==> src/rtl/sseg_scan_sched.sv <==
// Scan and scroll scheduler for a 6-digit multiplexed seven-segment display.
// Optional macro SSEG_SCAN_DIM_EN adds a 2-bit dim input that blanks the enables late in each slot.
module sseg_scan_sched #(
  parameter int unsigned SCAN_DIV = 49000,
  parameter int unsigned STEP_DIV = 25000000
) (
  input  logic       clk,
  input  logic       rst_n,
  input  logic       wr_en,
  input  logic [2:0] wr_addr,
  input  logic [3:0] wr_data,
  input  logic [5:0] dp_mask,
  input  logic       scroll_en,
  input  logic       scroll_dir,
`ifdef SSEG_SCAN_DIM_EN
  input  logic [1:0] dim,
`endif
  output logic       step_pulse,
  output logic [7:0] sseg,
  output logic [5:0] en
);

  localparam int unsigned SCAN_W = $clog2(SCAN_DIV);
  localparam int unsigned STEP_W = $clog2(STEP_DIV);
  localparam logic [SCAN_W-1:0] SCAN_LAST = SCAN_W'(SCAN_DIV - 1);
  localparam logic [STEP_W-1:0] STEP_LAST = STEP_W'(STEP_DIV - 1);

  logic [SCAN_W-1:0] scan_cnt_q, scan_cnt_d;
  logic [STEP_W-1:0] step_cnt_q, step_cnt_d;
  logic [2:0]        idx_q, idx_d;
  logic [2:0]        off_q, off_d;
  logic [3:0]        digit_q [6];
  logic [3:0]        digit_d [6];
  logic              step_pulse_q, step_pulse_d;
  logic [7:0]        sseg_q, sseg_d;
  logic [5:0]        en_q, en_d;

  logic              scan_last;
  logic              step_hit;
  logic [3:0]        slot_sum;
  logic [2:0]        slot;

  function automatic logic [6:0] seg_decode(input logic [3:0] v);
    logic [6:0] s;
    case (v)
      4'd0:    s = 7'b1000000;
      4'd1:    s = 7'b1111001;
      4'd2:    s = 7'b0100100;
      4'd3:    s = 7'b0110000;
      4'd4:    s = 7'b0011001;
      4'd5:    s = 7'b0010010;
      4'd6:    s = 7'b0000010;
      4'd7:    s = 7'b1111000;
      4'd8:    s = 7'b0000000;
      4'd9:    s = 7'b0010000;
      default: s = 7'b1111111;
    endcase
    return s;
  endfunction

`ifdef SSEG_SCAN_DIM_EN
  logic [31:0] dim_thr;
  logic        dim_off;
  always_comb begin
    dim_thr = ((32'd4 - 32'(dim)) * SCAN_DIV) >> 2;
    dim_off = (32'(scan_cnt_q) >= dim_thr);
  end
`endif

  always_comb begin
    scan_cnt_d   = scan_cnt_q;
    step_cnt_d   = step_cnt_q;
    idx_d        = idx_q;
    off_d        = off_q;
    digit_d      = digit_q;
    step_pulse_d = 1'b0;
    sseg_d       = 8'hFF;
    en_d         = 6'b111111;

    scan_last = (scan_cnt_q == SCAN_LAST);
    if (scan_last) begin
      scan_cnt_d = '0;
      idx_d      = (idx_q == 3'd5) ? 3'd0 : idx_q + 3'd1;
    end else begin
      scan_cnt_d = scan_cnt_q + 1'b1;
    end

    step_hit = scroll_en && (step_cnt_q == STEP_LAST);
    if (!scroll_en || step_hit) begin
      step_cnt_d = '0;
    end else begin
      step_cnt_d = step_cnt_q + 1'b1;
    end
    if (step_hit) begin
      step_pulse_d = 1'b1;
      if (scroll_dir) off_d = (off_q == 3'd0) ? 3'd5 : off_q - 3'd1;
      else            off_d = (off_q == 3'd5) ? 3'd0 : off_q + 3'd1;
    end

    if (wr_en && (wr_addr <= 3'd5)) digit_d[wr_addr] = wr_data;

    // Data is rotated by the offset; the decimal point stays with the physical slot.
    slot_sum = {1'b0, idx_q} + {1'b0, off_q};
    slot     = (slot_sum >= 4'd6) ? 3'(slot_sum - 4'd6) : slot_sum[2:0];
    sseg_d   = {~dp_mask[idx_q], seg_decode(digit_q[slot])};
    en_d     = ~(6'b000001 << idx_q);
`ifdef SSEG_SCAN_DIM_EN
    if (dim_off) en_d = 6'b111111;
`endif
  end

  always_ff @(posedge clk or negedge rst_n) begin
    if (!rst_n) begin
      scan_cnt_q   <= '0;
      step_cnt_q   <= '0;
      idx_q        <= '0;
      off_q        <= '0;
      for (int i = 0; i < 6; i++) digit_q[i] <= '0;
      step_pulse_q <= 1'b0;
      sseg_q       <= 8'hFF;
      en_q         <= 6'b111111;
    end else begin
      scan_cnt_q   <= scan_cnt_d;
      step_cnt_q   <= step_cnt_d;
      idx_q        <= idx_d;
      off_q        <= off_d;
      digit_q      <= digit_d;
      step_pulse_q <= step_pulse_d;
      sseg_q       <= sseg_d;
      en_q         <= en_d;
    end
  end

  assign step_pulse = step_pulse_q;
  assign sseg       = sseg_q;
  assign en         = en_q;

endmodule

==> config.mk <==
export PLATFORM = sky130hd
export DESIGN_NAME = sseg_scan_sched
export DESIGN_NICKNAME = d
export VERILOG_FILES = /design/src/rtl/sseg_scan_sched.sv
export SDC_FILE = /design/constraint.sdc
export NUM_CORES = 1
export LEC_CHECK = 0
export CORE_AREA = 2 2 123 125
export CTS_CLUSTER_SIZE = 8
export DETAILED_ROUTE_END_ITERATION = 8
export DIE_AREA = 0 0 125 127
export GPL_TIMING_DRIVEN = 0
export SETUP_SLACK_MARGIN = 0.05
export SYNTH_ARGS = -nofsm -noshare
export SYNTH_HDL_FRONTEND = slang
export SYNTH_SLANG_ARGS = --single-unit
==> constraint.sdc <==
create_clock -name clk -period 3.2 [get_ports clk]
set_input_delay 0.64 -clock clk [delete_from_list [all_inputs] [get_ports clk]]
set_output_delay 0.64 -clock clk [all_outputs]
set_load 0.005 [all_outputs]
==> results by group, run 1 <==
Status
  • Status: complete, no violations

Pwr
  • Pint: between 1.5 and 2 mW
  • Total Power: between 2 and 3 mW
  • Proportion of power drawn by the clock network: 36.8%
  • Logic pwr share: between 10% and 20%
  • Pwr dens: 508 nW/µm²
  • Share of power burned in registers: approximately half
  • Leak: 2.14 nW
  • Switching pwr: between 600 and 700 µW
  • Net Sw Frac: 23.4%
  • Peak supply drop: between 0.2 and 0.3 mV

Finish
  • Final instance area: ~5000 µm²
  • Share of cells above drive strength 1: about 17%
  • # fillers: around 1400
  • Layout area overhead: 19.7%
  • Final nets: roughly 450
  • Inserted Diodes: 0

STA
  • Pins over their slew limit: 0
  • WHS: about 0.21 ns
  • Unrepaired setup endpoints after global routing: no
  • PnR worst setup slack: approximately 0.35 ns
  • Max_slew headroom: ~46%
  • Final Hold Fails: 0
  • Max Freq: between 300 and 400 MHz
  • Clock Skew: a little over 0.01 ns
  • Final Cycle Share: 88.9%
  • Worst-margin pin slew: about 0.8 ns
  • Final setup violation count: 0
  • Final min period: ~2.8 ns

Clock tree
  • CTS Buffer Depth: 2
  • Post-CTS Resized: 0
  • Worst-Skew Late Latency: around 0.33 ns
  • # Post-CTS Setup Buffers: 0
  • Worst-path clk slew: approximately 0.060 ns
  • CTS Buf Count: 9
  • CTS Hold Bufs: 0
  • H-tree Lvls: 3
  • CTS root buf: clkbuf_16
  • CTS sink cnt: 86
  • CTS tree: done

Global routing
  • GRT Util Overall: between 10 and 15%
  • Grt ovf: 0
  • Pin count of the biggest net entering global routing: 63
  • First-pass GRT wire length: ~14 mm
  • Initial antenna violation count: 0
  • Vias in the first global route: 2922

Critical path
  • Crit Path Category: reg -> reg
  • Cell family with most CP delay: adder cells
  • CP dominant cell by count: ha_1
  • Critical Path Source Type: flip-flop
  • Worst path max stage delay: 0.64 ns
  • Reg2Reg Launch Point: off_q[0]
  • R2R depth: 6
  • Reg2reg setup slack: around 0.35 ns
  • Max FO, Critical Path: 8
  • CP Cell Sequence: ha_1 > fa_1 > xnor2_1 > mux4_2 > ha_1 > o221ai_1
  • Critical path's slowest cell: mux4_2
  • CP bufs+invs: 0
  • Critical path depth in cells: 6
  • Worst Path Required: between 3 and 4 ns
  • Critical Path Sink Type: flip-flop
  • CP Launch Point: off_q[0]
  • Crit path DAT: around 3 ns

Synth
  • Area contributors post-synth: dfrtp_1 (42%), dfstp_2 (8.6%), mux2_2 (7.4%)
  • Post-synthesis adder-cell area fraction: under 10%
  • Synth async-reset ratio: 100%
  • Cells after Synth: about 380
  • Most instantiated cells after synthesis: dfrtp_1 (72), nor2_1 (47), nand2_1 (30), mux2_2 (28), xor2_1 (27)
  • Mux contribution to synthesized area: about 14%
  • Xor/xnor share of the synthesized area: between 7 and 8%
  • Syn_area_per_cell: 11.1 µm²
  • Synth Register Bits: 86
  • Prevailing post-synth register cell: dfrtp_1
  • Compound-Gate Fraction of Synth Area: around 5%
  • Synth unique cells: 53
  • Post-synthesis simple-gate area fraction: 17.9%
  • Post-synth top area share: 42.3%
  • Syn Nets: 410
  • Count leader, synth: dfrtp_1
  • Synth area leader: dfrtp_1
  • Synthesized area: 4260 µm²
  • Seq/Total Area, Yosys: about half
  • Number of synthesized flops with an enable pin: 0
  • YS warnings: 0
  • Largest family of logic cells by synthesized area: simple AND/OR/NAND/NOR gates

Floorplanning
  • Ports: 33
  • Core area: around 14000 µm²
  • Die Wd: ~130 µm
  • Die ar.: 15900 µm²
  • Initial Util: between 20 and 30%
  • Die height: 127 µm
  • FP Rows: 44

Route
  • Via-to-Cell Ratio: 4.71
  • WL final: roughly 8.3 mm
  • TritonRoute pass-1 iters: 4
  • DRC: 0
  • Via count: 2894
  • DR iter-0 viols: 144
  • DR WL/cell: between 10 and 15 µm
  • DRT antenna net count: 0

Placement
  • Hpwl dp: around 6.0 mm
  • Placement Setup Slack: 0.355 ns
  • DP Area: roughly 4800 µm²
  • GPL Wtd Cong: ~0.74
  • I/O Buffers: 31

Min path
  • Worst hold path class: in -> async

Flow run
  • Max-cap violations: 0
[power by group through the flow]
stage	sequential, mW	clock (mW)	combinational (mW)
final	1.26	0.954	0.384
after global routing	1.27	1.04	0.423
after CTS	1.26	0.985	0.390
after detailed placement	1.28	0	0.387
after global placement	1.27	0	0.373
after floorplan	1.27	0	0.221
[state kept, by name (all words and copies together) (netlist names)]
| register | flops |
|---|---|
| en | 6 |
| digit_q | 24 |
| off_q | 3 |
| step_pulse | 1 |
| scan_cnt_q | 16 |
| step_cnt_q | 25 |
| sseg | 8 |
| idx_q | 3 |
[metrics by stage]
| stage | setup TNS, ns | cells | util [%] |
|---|---|---|---|
| 2_1_floorplan | 0 | 383 | - |
| 3_3_place_gp | -115.09 | 598 | 33.3 |
| 3_5_place_dp | 0 | 599 | 33.5 |
| 4_1_cts | 0 | 615 | 35.4 |
| 5_1_grt | 0 | 615 | 35.4 |
| 6_report | 0 | 615 | 35.4 |
[layer usage]
layer	part of all wire [%]	global-route usage (%)	vias up	routed length, µm
met1	47	14.1	1424	3850
met2	48	18.1	50	3980
li1	-	-	1412	-
met3	4.2	3.89	8	348
met4	1.1	2.55	0	91
met5	0	0	-	0
[logic make-up after synthesis]
logic type                 Yosys count
xor gates and xnor gates            35
adders and majority gates            9
DFF                                 86
muxes                               50
AOI/OAI and AO/OA                   32
and+or+nand+nor                    149
buffers and inverters               22
[cell usage in the layout (no fill, tap or decap), types with 2 or more instances in the layout]
| cell type | n |
|---|---|
| clkdlybuf4s50_1 | 30 |
| nor2_1 | 47 |
| and2_1 | 5 |
| and3_1 | 7 |
| mux2_4 | 2 |
| a22oi_1 | 2 |
| o21ai_0 | 10 |
| nand2_1 | 30 |
| nand4_1 | 5 |
| o211ai_1 | 2 |
| mux4_2 | 4 |
| xnor2_1 | 8 |
| clkbuf_1 | 8 |
| nand3_1 | 15 |
| buf_6 | 2 |
| buf_1 | 2 |
| inv_1 | 12 |
| or3_1 | 9 |
| mux2i_1 | 15 |
| nor3_1 | 5 |
| a211oi_1 | 2 |
| ha_1 | 8 |
| xor2_1 | 27 |
| clkinvlp_4 | 3 |
| buf_4 | 2 |
| nor4_1 | 3 |
| and4_1 | 3 |
| nor3b_1 | 2 |
| and2_4 | 2 |
| clkbuf_16 | 9 |
| o221ai_1 | 2 |
| nand2b_1 | 3 |
| nand4b_1 | 3 |
| mux2_2 | 28 |
| dfstp_2 | 14 |
| a21oi_1 | 7 |
| dfrtp_1 | 72 |
[cell type report]
class / instances / area, µm² / area share [%]
Multi-Input combinational cell: 275 / 1990 / 39.1
Buffer: 10 / 56.3 / 1.10
Sequential cell: 86 / 2170 / 42.5
Clock inverter: 3 / 22.5 / 0.441
Timing Repair Buffer: 32 / 335 / 6.57
Clock buffer: 13 / 250 / 4.90
Tap cell: 184 / 230 / 4.51
Inverter: 12 / 45.0 / 0.883
[worst paths after layout]
| kind | to |
|---|---|
| worst max register to register | sseg[3] |
| worst min-delay path | digit_q[21] |
| worst max-delay path | sseg[3] |
| min in group clk | scan_cnt_q[0] |
| max in group asynchronous | en[5] |
| worst min register to register | scan_cnt_q[0] |
Note: power is estimated with default switching activity, not from simulation.
==> run 2: changes to the inputs <==
- CAP_MARGIN: default -> 20
- CTS_CLUSTER_DIAMETER: default -> 100
==> results of run 2 <==
Final layout, timing and power as in run 1 (identical DEF).
==> run 3: changes to the inputs <==
- ABC_CLOCK_PERIOD_IN_PS: default -> 3200
- SLEW_MARGIN: default -> 20
==> results by group, run 3 (same netlist as run 1, synthesis figures left out) <==
Finish
  • Inserted Diodes: 0 (unchanged)
  • Share of cells above drive strength 1: 17.9% (+0.46 points)
  • Commonest non-fill, non-tap cells in the layout: dfrtp_1 (72), nor2_1 (47), nand2_1 (30), clkdlybuf4s50_1 (30), mux2_2 (28)
  • Final nets: 453 (unchanged)
  • Layout area overhead: 19.8% (about the same)
  • Largest regs: step_cnt_q (25), digit_q (24), scan_cnt_q (16)
  • Reg with most FFs: step_cnt_q
  • Reg area: 2170 µm² (unchanged)
  • Max FFs per register: 25 (unchanged)
  • Util after Layout: 35.4% (about the same)
  • Commonest non-fill, non-tap cell in the layout: dfrtp_1
  • Non-Filler Instances: 615 (unchanged)
  • Area of the multi-input gates: 1990 µm² (unchanged)
  • # fillers: 1429 (+0.78%)

Route
  • DR iter-0 viols: 132 (-8.3%)
  • WL final: 8.18 mm (-1.1%)
  • DRT antenna net count: 0 (unchanged)
  • TritonRoute pass-1 iters: 4 (unchanged)
  • Via count: 2895 (+0.035%)
  • DR WL/cell: 13.3 µm (-1.1%)
  • Via-to-Cell Ratio: 4.71 (about the same)
  • DRC: 0 (unchanged)

STA
  • Worst-margin pin slew: 0.768 ns (-0.0438 ns)
  • Final setup violation count: 0 (unchanged)
  • Pins over their slew limit: 0 (unchanged)
  • Final min period: 2.83 ns (-0.0164 ns)
  • Max Freq: 353 MHz (+0.58%)
  • Unrepaired setup endpoints after global routing: no
  • Final Hold Fails: 0 (unchanged)
  • WHS: 0.224 ns (+0.0174 ns)
  • Clock Skew: 0.00708 ns (-0.00315 ns)
  • Final Cycle Share: 88.4% (-0.51 points)
  • Max_slew headroom: 48.7% (+2.9 points)
  • PnR worst setup slack: 0.370 ns (+0.0164 ns)

Floorplanning
  • FP Rows: 44 (unchanged)
  • Ports: 33 (unchanged)
  • Initial Util: 29.6% (unchanged)
  • Core area: 14400 µm² (unchanged)
  • Die Wd: 125 µm (unchanged)
  • Die height: 127 µm (unchanged)
  • Die ar.: 15900 µm² (unchanged)

Critical path
  • Critical Path Source Type: flip-flop
  • Worst Path Required: 3.45 ns (about the same)
  • Max FO, Critical Path: 8 (unchanged)
  • Critical Path Sink Type: flip-flop
  • Crit Path Category: reg -> reg
  • Crit path DAT: 3.08 ns (about the same)

Clock tree
  • Worst-Skew Late Latency: 0.34 ns (about the same)
  • H-tree Lvls: 3 (unchanged)
  • CTS sink cnt: 86 (unchanged)
  • CTS Hold Bufs: 0 (unchanged)
  • Worst-path clk slew: 0.06 ns (about the same)
  • Post-CTS Resized: 0 (unchanged)
  • CTS tree: done
  • # Post-CTS Setup Buffers: 0 (unchanged)
  • CTS Buffer Depth: 2 (unchanged)
  • CTS Buf Count: 9 (unchanged)
  • CTS root buf: clkbuf_16

Global routing
  • Vias in the first global route: 2920 (-0.068%)
  • Met3 Usage GRT: 3.39% (-0.50 points)
  • Grt peak-use layer: met2
  • First-pass GRT wire length: 14.1 mm (-1.1%)
  • GRT Util Overall: 10.9% (-0.087 points)
  • Global routing usage on met1: 13.8% (-0.28 points)
  • Initial antenna violation count: 0 (unchanged)
  • Met2 Track Usage GR: 17.8% (-0.26 points)
  • Pin count of the biggest net entering global routing: 59 (-6.3%)
  • Grt ovf: 0 (unchanged)

Pwr
  • Peak supply drop: 0.261 mV (+0.57%)
  • Pwr dens: 510 nW/µm² (+0.37%)
  • Leak: 2.15 nW (about the same)

Min path
  • Worst hold path class: in -> async

Placement
  • Dpl cells: 599 (unchanged)
  • GPL Wtd Cong: 0.740 (unchanged)
  • Hpwl dp: 5.92 mm (-0.51%)
  • Placement Setup Slack: 0.346 ns (-0.00895 ns)
  • I/O Buffers: 31 (unchanged)

Flow run
  • Max-cap violations: 0 (unchanged)

Status
  • Status: complete, no violations
run 3: final timing paths:
path | from | endpoint | slack (ns) | cells past startpoint
hold reg to reg | scan_cnt_q[14] | scan_cnt_q[14] | 0.49 | 1
min in group clk | scan_cnt_q[14] | scan_cnt_q[14] | 0.49 | 1
setup / recovery | off_q[0] | sseg[3] | 0.37 | 6
setup reg to reg | off_q[0] | sseg[3] | 0.37 | 6
hold / removal | rst_n | digit_q[1] | 0.22 | 1
max in group asynchronous | rst_n | en[5] | 2.33 | 2
run 3: through the flow:
stage / setup TNS, ns / power (mW) / area, µm²
after floorplan: 0 / 1.49 / 4260
after global placement: -115.09 / 1.64 / 4800
after detailed placement: 0 / 1.66 / 4830
after CTS: 0 / 2.64 / 5110
after global routing: 0 / 2.73 / 5110
final: 0 / 2.61 / 5110
run 3: area by class of cell:
| type | count | share of cell area (%) |
|---|---|---|
| plain buffers | 10 | 1.10 |
| well taps | 184 | 4.51 |
| multi-input cells | 275 | 39.0 |
| repair buffers | 32 | 6.57 |
| clock buffers | 11 | 4.75 |
| flip-flops and latches | 86 | 42.5 |
| inverters | 12 | 0.882 |
| clock inverters | 5 | 0.686 |
run 3: metal layers:
layer	wire (µm)	part of all wire [%]
met4	119	1.5
met2	4000	49
met1	3790	46
met3	271	3.3
met5	0	0
run 3: report_power, final:
group          internal [mW]  switching (mW)  leakage, nW
logic                  0.224           0.159        0.934
registers               1.21          0.0417         1.09
clock network          0.546           0.422        0.124
run 3: worst max-delay path, cell delays in order (launching register included):
cell and delay [ns]:
dfrtp_1 0.46, ha_1 0.26, fa_1 0.42, xnor2_1 0.43, mux4_2 0.64, ha_1 0.34
o221ai_1 0.19
